$ cat config.mk
export PLATFORM = sky130hd
export DESIGN_NAME = ex_muldiv_unit
export DESIGN_NICKNAME = d
export VERILOG_FILES = /design/src/rtl/muldiv_pkg.sv /design/src/rtl/ex_muldiv_unit_div_restore_step.sv /design/src/rtl/ex_muldiv_unit.sv
export SDC_FILE = /design/constraint.sdc
export NUM_CORES = 1
export LEC_CHECK = 0
export BUFFER_PORTS_ARGS = -buffer_cell sky130_fd_sc_hd__buf_2
export CAP_MARGIN = 20
export CELL_PAD_IN_SITES_DETAIL_PLACEMENT = 2
export CELL_PAD_IN_SITES_GLOBAL_PLACEMENT = 2
export CORE_MARGIN = 4
export CORE_UTILIZATION = 35
export CTS_CLUSTER_SIZE = 20
export DETAILED_ROUTE_END_ITERATION = 7
export GPL_TIMING_DRIVEN = 0
export PLACE_DENSITY_LB_ADDON = 0.3
export SLEW_MARGIN = 20
export SYNTH_ARGS = -nofsm -noshare
export SYNTH_HDL_FRONTEND = slang
export SYNTH_SLANG_ARGS = --single-unit
$ cat constraint.sdc
create_clock -name clk -period 5.5 [get_ports clk]
set_input_delay 0.55 -clock clk [delete_from_list [all_inputs] [get_ports clk]]
set_output_delay 0.55 -clock clk [all_outputs]
set_load 0.02 [all_outputs]
$ cat src/rtl/muldiv_pkg.sv
// rtl/muldiv_pkg.sv - shared ALU codes, FSM states and widths for the EX-stage multiply/divide unit
package muldiv_pkg;

    localparam int DEFAULT_DATA_W = 16;

    localparam logic [3:0] ALU_MUL  = 4'b1000;
    localparam logic [3:0] ALU_MULH = 4'b1001;
    localparam logic [3:0] ALU_DIVU = 4'b1010;
    localparam logic [3:0] ALU_REMU = 4'b1011;

    typedef enum logic [1:0] {
        IDLE = 2'd0,
        MUL  = 2'd1,
        DIV  = 2'd2,
        DONE = 2'd3
    } state_t;

    // The four supported codes share the 2'b10 prefix; bit 1 selects divide, bit 0 the high/remainder half.
    function automatic logic is_muldiv(input logic [3:0] code);
        return code[3:2] == 2'b10;
    endfunction

endpackage

$ cat src/rtl/ex_muldiv_unit_div_restore_step.sv
// rtl/ex_muldiv_unit_div_restore_step.sv - one combinational restoring-division iteration
module div_restore_step
    import muldiv_pkg::*;
#(
    parameter int DATA_W = DEFAULT_DATA_W
) (
    input  logic [DATA_W-1:0] rem_in,
    input  logic              dividend_bit,
    input  logic [DATA_W-1:0] divisor,
    output logic [DATA_W-1:0] rem_out,
    output logic              q_bit
);

    logic [DATA_W:0] trial;
    logic [DATA_W:0] diff;

    // Shift the next dividend bit into the partial remainder and subtract the divisor if it fits.
    always_comb begin
        trial   = {rem_in, dividend_bit};
        diff    = trial - {1'b0, divisor};
        q_bit   = (trial >= {1'b0, divisor});
        rem_out = q_bit ? diff[DATA_W-1:0] : trial[DATA_W-1:0];
    end

endmodule

$ cat src/rtl/ex_muldiv_unit.sv
// rtl/ex_muldiv_unit.sv - multi-cycle MUL/MULH/DIVU/REMU engine with upstream stall; MULDIV_EARLY_OUT_EN enables multiply early exit
module ex_muldiv_unit
    import muldiv_pkg::*;
#(
    parameter int DATA_W = DEFAULT_DATA_W,
    parameter int RD_W   = 4,
    parameter int CNT_W  = 5
) (
    input  logic              clk,
    input  logic              reset,
    input  logic              start_in,
    input  logic [3:0]        aluControl_in,
    input  logic [DATA_W-1:0] op1_in,
    input  logic [DATA_W-1:0] op2_in,
    input  logic [RD_W-1:0]   rd_in,
    input  logic              regWrite_in,
    input  logic              flush_in,
    output logic              stall_out,
    output logic              busy_out,
    output logic              done_out,
    output logic [DATA_W-1:0] result_out,
    output logic [RD_W-1:0]   rd_out,
    output logic              regWrite_out,
    output logic              div_zero_out
);

    state_t state, state_nxt;

    logic [3:0]          code_q;
    logic [RD_W-1:0]     rd_q;
    logic                rw_q;
    logic [2*DATA_W-1:0] acc_q;
    logic [2*DATA_W-1:0] mcand_q;
    // Multiplier shift register during MUL; holds the untouched divisor during DIV.
    logic [DATA_W-1:0]   mplier_q;
    // Dividend shift register that fills with quotient bits from the bottom.
    logic [DATA_W-1:0]   quot_q;
    logic [DATA_W-1:0]   rem_q;
    logic [CNT_W-1:0]    cnt_q;

    logic              accept;
    logic              last_iter;
    logic              mul_exit;
    logic              out_valid;
    logic [DATA_W-1:0] step_rem;
    logic              step_q;

    assign accept    = (state == IDLE) && start_in && is_muldiv(aluControl_in) && !flush_in && !reset;
    assign last_iter = (cnt_q == CNT_W'(DATA_W - 1));

`ifdef MULDIV_EARLY_OUT_EN
    // Stop once the multiplier shifted by this iteration has no set bits left.
    assign mul_exit = last_iter || (mplier_q[DATA_W-1:1] == '0);
`else
    assign mul_exit = last_iter;
`endif

    div_restore_step #(.DATA_W(DATA_W)) u_div_step (
        .rem_in       (rem_q),
        .dividend_bit (quot_q[DATA_W-1]),
        .divisor      (mplier_q),
        .rem_out      (step_rem),
        .q_bit        (step_q)
    );

    // State register.
    always_ff @(posedge clk) begin
        if (reset) begin
            state <= IDLE;
        end else begin
            state <= state_nxt;
        end
    end

    // Next state, stall and result packet; the packet is only visible in the DONE cycle.
    always_comb begin
        state_nxt    = state;
        stall_out    = 1'b0;
        busy_out     = (state != IDLE);
        out_valid    = (state == DONE) && !flush_in && !reset;
        done_out     = 1'b0;
        result_out   = '0;
        rd_out       = '0;
        regWrite_out = 1'b0;
        div_zero_out = 1'b0;

        case (state)
            IDLE: begin
                stall_out = accept;
                if (accept) begin
                    if (op2_in == '0) begin
                        state_nxt = DONE;
                    end else if (aluControl_in[1]) begin
                        state_nxt = DIV;
                    end else begin
                        state_nxt = MUL;
                    end
                end
            end
            MUL: begin
                stall_out = !reset;
                if (flush_in) begin
                    state_nxt = IDLE;
                end else if (mul_exit) begin
                    state_nxt = DONE;
                end
            end
            DIV: begin
                stall_out = !reset;
                if (flush_in) begin
                    state_nxt = IDLE;
                end else if (last_iter) begin
                    state_nxt = DONE;
                end
            end
            DONE: begin
                state_nxt = IDLE;
            end
            default: begin
                state_nxt = IDLE;
            end
        endcase

        if (out_valid) begin
            done_out     = 1'b1;
            rd_out       = rd_q;
            regWrite_out = rw_q;
            div_zero_out = code_q[1] && (mplier_q == '0);
            case (code_q[1:0])
                2'b00:   result_out = acc_q[DATA_W-1:0];
                2'b01:   result_out = acc_q[2*DATA_W-1:DATA_W];
                2'b10:   result_out = quot_q;
                default: result_out = rem_q;
            endcase
        end
    end

    // Operand capture and the per-iteration multiply / divide datapath.
    always_ff @(posedge clk) begin
        if (reset) begin
            code_q   <= '0;
            rd_q     <= '0;
            rw_q     <= 1'b0;
            acc_q    <= '0;
            mcand_q  <= '0;
            mplier_q <= '0;
            quot_q   <= '0;
            rem_q    <= '0;
            cnt_q    <= '0;
        end else begin
            case (state)
                IDLE: begin
                    if (accept) begin
                        code_q   <= aluControl_in;
                        rd_q     <= rd_in;
                        rw_q     <= regWrite_in;
                        cnt_q    <= '0;
                        acc_q    <= '0;
                        mcand_q  <= {{DATA_W{1'b0}}, op1_in};
                        mplier_q <= op2_in;
                        // A zero divisor skips iteration, so preload the defined divide-by-zero answers.
                        quot_q   <= (op2_in == '0) ? '1 : op1_in;
                        rem_q    <= (op2_in == '0) ? op1_in : '0;
                    end
                end
                MUL: begin
                    if (mplier_q[0]) begin
                        acc_q <= acc_q + mcand_q;
                    end
                    mcand_q  <= mcand_q << 1;
                    mplier_q <= mplier_q >> 1;
                    if (!last_iter) begin
                        cnt_q <= cnt_q + CNT_W'(1);
                    end
                end
                DIV: begin
                    rem_q  <= step_rem;
                    quot_q <= {quot_q[DATA_W-2:0], step_q};
                    if (!last_iter) begin
                        cnt_q <= cnt_q + CNT_W'(1);
                    end
                end
                default: begin
                end
            endcase
        end
    end

endmodule
==> flow_summary.yaml <==
synthesis:
  async_flop_share_pct: 0
  ys_types: 64
  yosysWarnings: 0
  synth.largest_area_cell: "dfxtp_1"
  synth-seq-area-share_pct: 30.57
  syn-instance-count: 990
  synth_common_cells: "dfxtp_1, nor2_1, nand2_1"
  syn_area_mm2: 0.008252
  synthMostInstantiatedCell: "dfxtp_1"
  syn_area_per_cell_um2: 8.335
  synth_top_area_share_pct: 30.57
  syn_nets: 1092
  dominantRegCellSynth: "dfxtp_1"
  synth_area_leaders: "dfxtp_1, ha_1, nor2_1"
  synth-edff-count: 0
  ys_ff_latch: 126
global_route:
  grt_overflow: 0
  grt_pass1_wl_um: 53210
  antenna_found_initial: 0
  grt_pass1_vias: 8993
  grt_max_degree: 17
  track_usage_pct: 26.02
floorplanning:
  die_w_um: 161.5
  ios: 70
  initial_core_util_pct: 36.01
  rows: 55
  dieArea_mm2: 0.02610
  die_h_um: 161.5
  core_area_mm2: 0.02292
finish:
  final_cells: 1404
  drive_gt1_share_pct: 12.28
  postLayoutCellArea_mm2: 0.009623
  layout-area-overhead-vs-synth_pct: 16.62
  finalNetCount: 1180
  antenna_cells: 0
routing:
  postRouteAntennaNets: 0
  drt_iter0_markers: 710
  drt_wl_total_um: 34300
  vias: 8439
  vias_per_cell: 6.011
  dr.pass1.iters: 5
  wl_per_cell_um: 24.43
  drc: 0
place:
  port_buffers: 69
  dpl.cell_count: 1372
  gp_congestion: 0.8536
  dp_hpwl_um: 26540
  dpl_cell_area_mm2: 0.008989
power_and_ir_drop:
  p_sw_share_pct: 32.79
  power.internal_mw: 1.932
  power_density_mw_per_mm2: 298.8
  pwr-share-clk_pct: 42.7
  comb_power_share_pct: 23.3
  p_seq_share_pct: 34.0
  ir_drop_mv: 0.2130
  leakage_nw: 3.844
  netSwitchingPower_uw: 942.8
critical_path:
  cp-end-kind: "register"
  cpMostUsedCell: "clkbuf_1"
  start_kind: "register"
  slowest_stage: "o21ai_1"
  worstPathBufferInverterCount: 5
  cp_top_family: "buffers and inverters"
  crit_type: "reg -> reg"
  required_ps: 5800
  arrival_ps: 4080
  slowest_delay_ps: 700
  crit_chain: "inv_1 -> ha_1 -> clkbuf_1 -> inv_1 -> o21ai_1 -> o21ai_1 -> nor2b_1 -> clkbuf_1 -> clkbuf_1 -> nand2_1 -> o31ai_1"
  cp_max_fo: 10
sta:
  setup-violations-final: 0
  slew_viol_final: 0
  hold_viol: 0
  fmax_mhz: 264.7
  fin_skew_ps: 14.73
  period_needed_ps: 3778
  holdWs_ps: 360.5
  slew_headroom_pct: 24.21
  timing.setup.tns_ps: 0
  tightest_slew_ps: 1137
  min_period_over_period_pct: 68.70
  rsz0062_at_grt: "no"
clock_tree:
  h-tree-depth: 4
  clk_pin_slew_ps: 60
  clk_path_buf_depth: 2
  cts_tree: "done"
  cts_made_buffers: 17
  hold_buffers: 0
  cts_sinks: 126
  insertion_delay_ps: 430
  root_buffer: "clkbuf_16"
  postCtsSetupRepairBufs: 0
  cts-resized-gates: 0
min_path:
  hold_class: "in -> reg"
flow_run:
  maxCapViolations: 0
outcome:
  status: "completed"
==> worst register-to-register path, delay by kind of cell, from the launching register on <==
| kind | cells | cell delay (ps) |
|---|---|---|
| buf+inv | 5 | 1360 |
| compound gates | 3 | 1330 |
| simple gates | 2 | 450 |
| flops | 1 | 340 |
| fa+ha+maj | 1 | 170 |
==> worst paths after layout <==
check / from / end / slack (ps) / cells after the start
min reg2reg: rd_q[2] / rd_q[2] / 450 / 2
max: state[1] / acc_q[16] / 1720 / 11
max reg2reg: state[1] / acc_q[16] / 1720 / 11
min: rd_in[2] / rd_q[2] / 360 / 3
==> kinds of logic after synthesis <==
| logic type | Yosys count | share of synthesized area [%] |
|---|---|---|
| DFF | 126 | 30.57 |
| muxes | 52 | 8.749 |
| xor gates and xnor gates | 34 | 3.609 |
| buffers and inverters | 103 | 4.701 |
| AOI/OAI and AO/OA | 313 | 26.38 |
| and+or+nand+nor | 305 | 17.16 |
| adders and majority gates | 57 | 8.825 |
==> power by group through the flow <==
stage | sequential, mW | clock [mW] | combinational [mW]
floorplan | 0.981 | 0 | 0.449
global placement | 0.995 | 0 | 0.634
detailed placement | 0.997 | 0 | 0.651
CTS | 0.977 | 1.23 | 0.663
global route | 0.982 | 1.27 | 0.728
finish | 0.979 | 1.23 | 0.669
==> cells in the final DEF (no fill, tap or decap), types with 9 or more instances in the layout <==
cell type and n:
a22oi_1 33, dfxtp_1 126, mux4_2 16, ha_1 55
clkbuf_16 17, nand3_1 25, nand2_1 76, xor2_1 10
o21ai_1 14, a221oi_1 10, nand4_1 16, a211oi_1 44
a21oi_1 73, o21a_1 12, mux2i_1 35, xnor2_1 24
o31ai_1 10, clkbuf_1 53, a21o_1 22, nor2_1 111
o21ai_0 24, nor2b_1 9, inv_1 46, o221ai_1 16
and3_1 26, buf_2 70
==> flip-flops by register name, indices dropped and copies added (netlist names) <==
register and count:
rw_q 1, state 2, mcand_q 32, quot_q 16, code_q 2, cnt_q 5
rd_q 4, rem_q 16, acc_q 32, mplier_q 16
==> layer usage <==
metal | GRT usage, % | vias to the layer above | part of all wire [%]
met5 | 0 | - | 0
li1 | - | 3883 | -
met2 | 44.19 | 227 | 47
met1 | 33.89 | 4276 | 45
met3 | 3.572 | 53 | 4.2
met4 | 9.190 | 0 | 3.1
==> metrics by stage <==
stage / util, % / total power, mW / worst slack, ps
final: 41.99 / 2.875 / 1722
after detailed placement: 39.22 / 1.648 / 1740
after floorplan: - / 1.430 / 2874
after global routing: 41.99 / 2.984 / 1459
after global placement: 39.22 / 1.629 / 1808
after CTS: 41.99 / 2.867 / 1696
==> layout make-up <==
| cell class | count | area (µm²) |
|---|---|---|
| tap | 313 | 391.6 |
| inverter | 46 | 172.7 |
| fill | 2588 | 13290 |
| clock inverter | 11 | 153.9 |
| clock buffer | 21 | 480.5 |
| sequential | 126 | 2522 |
| timing repair buffer | 69 | 345.3 |
| multi-input combinational | 761 | 5341 |
| buffer | 57 | 215.2 |
No activity file was read; power rests on OpenSTA's default activity.
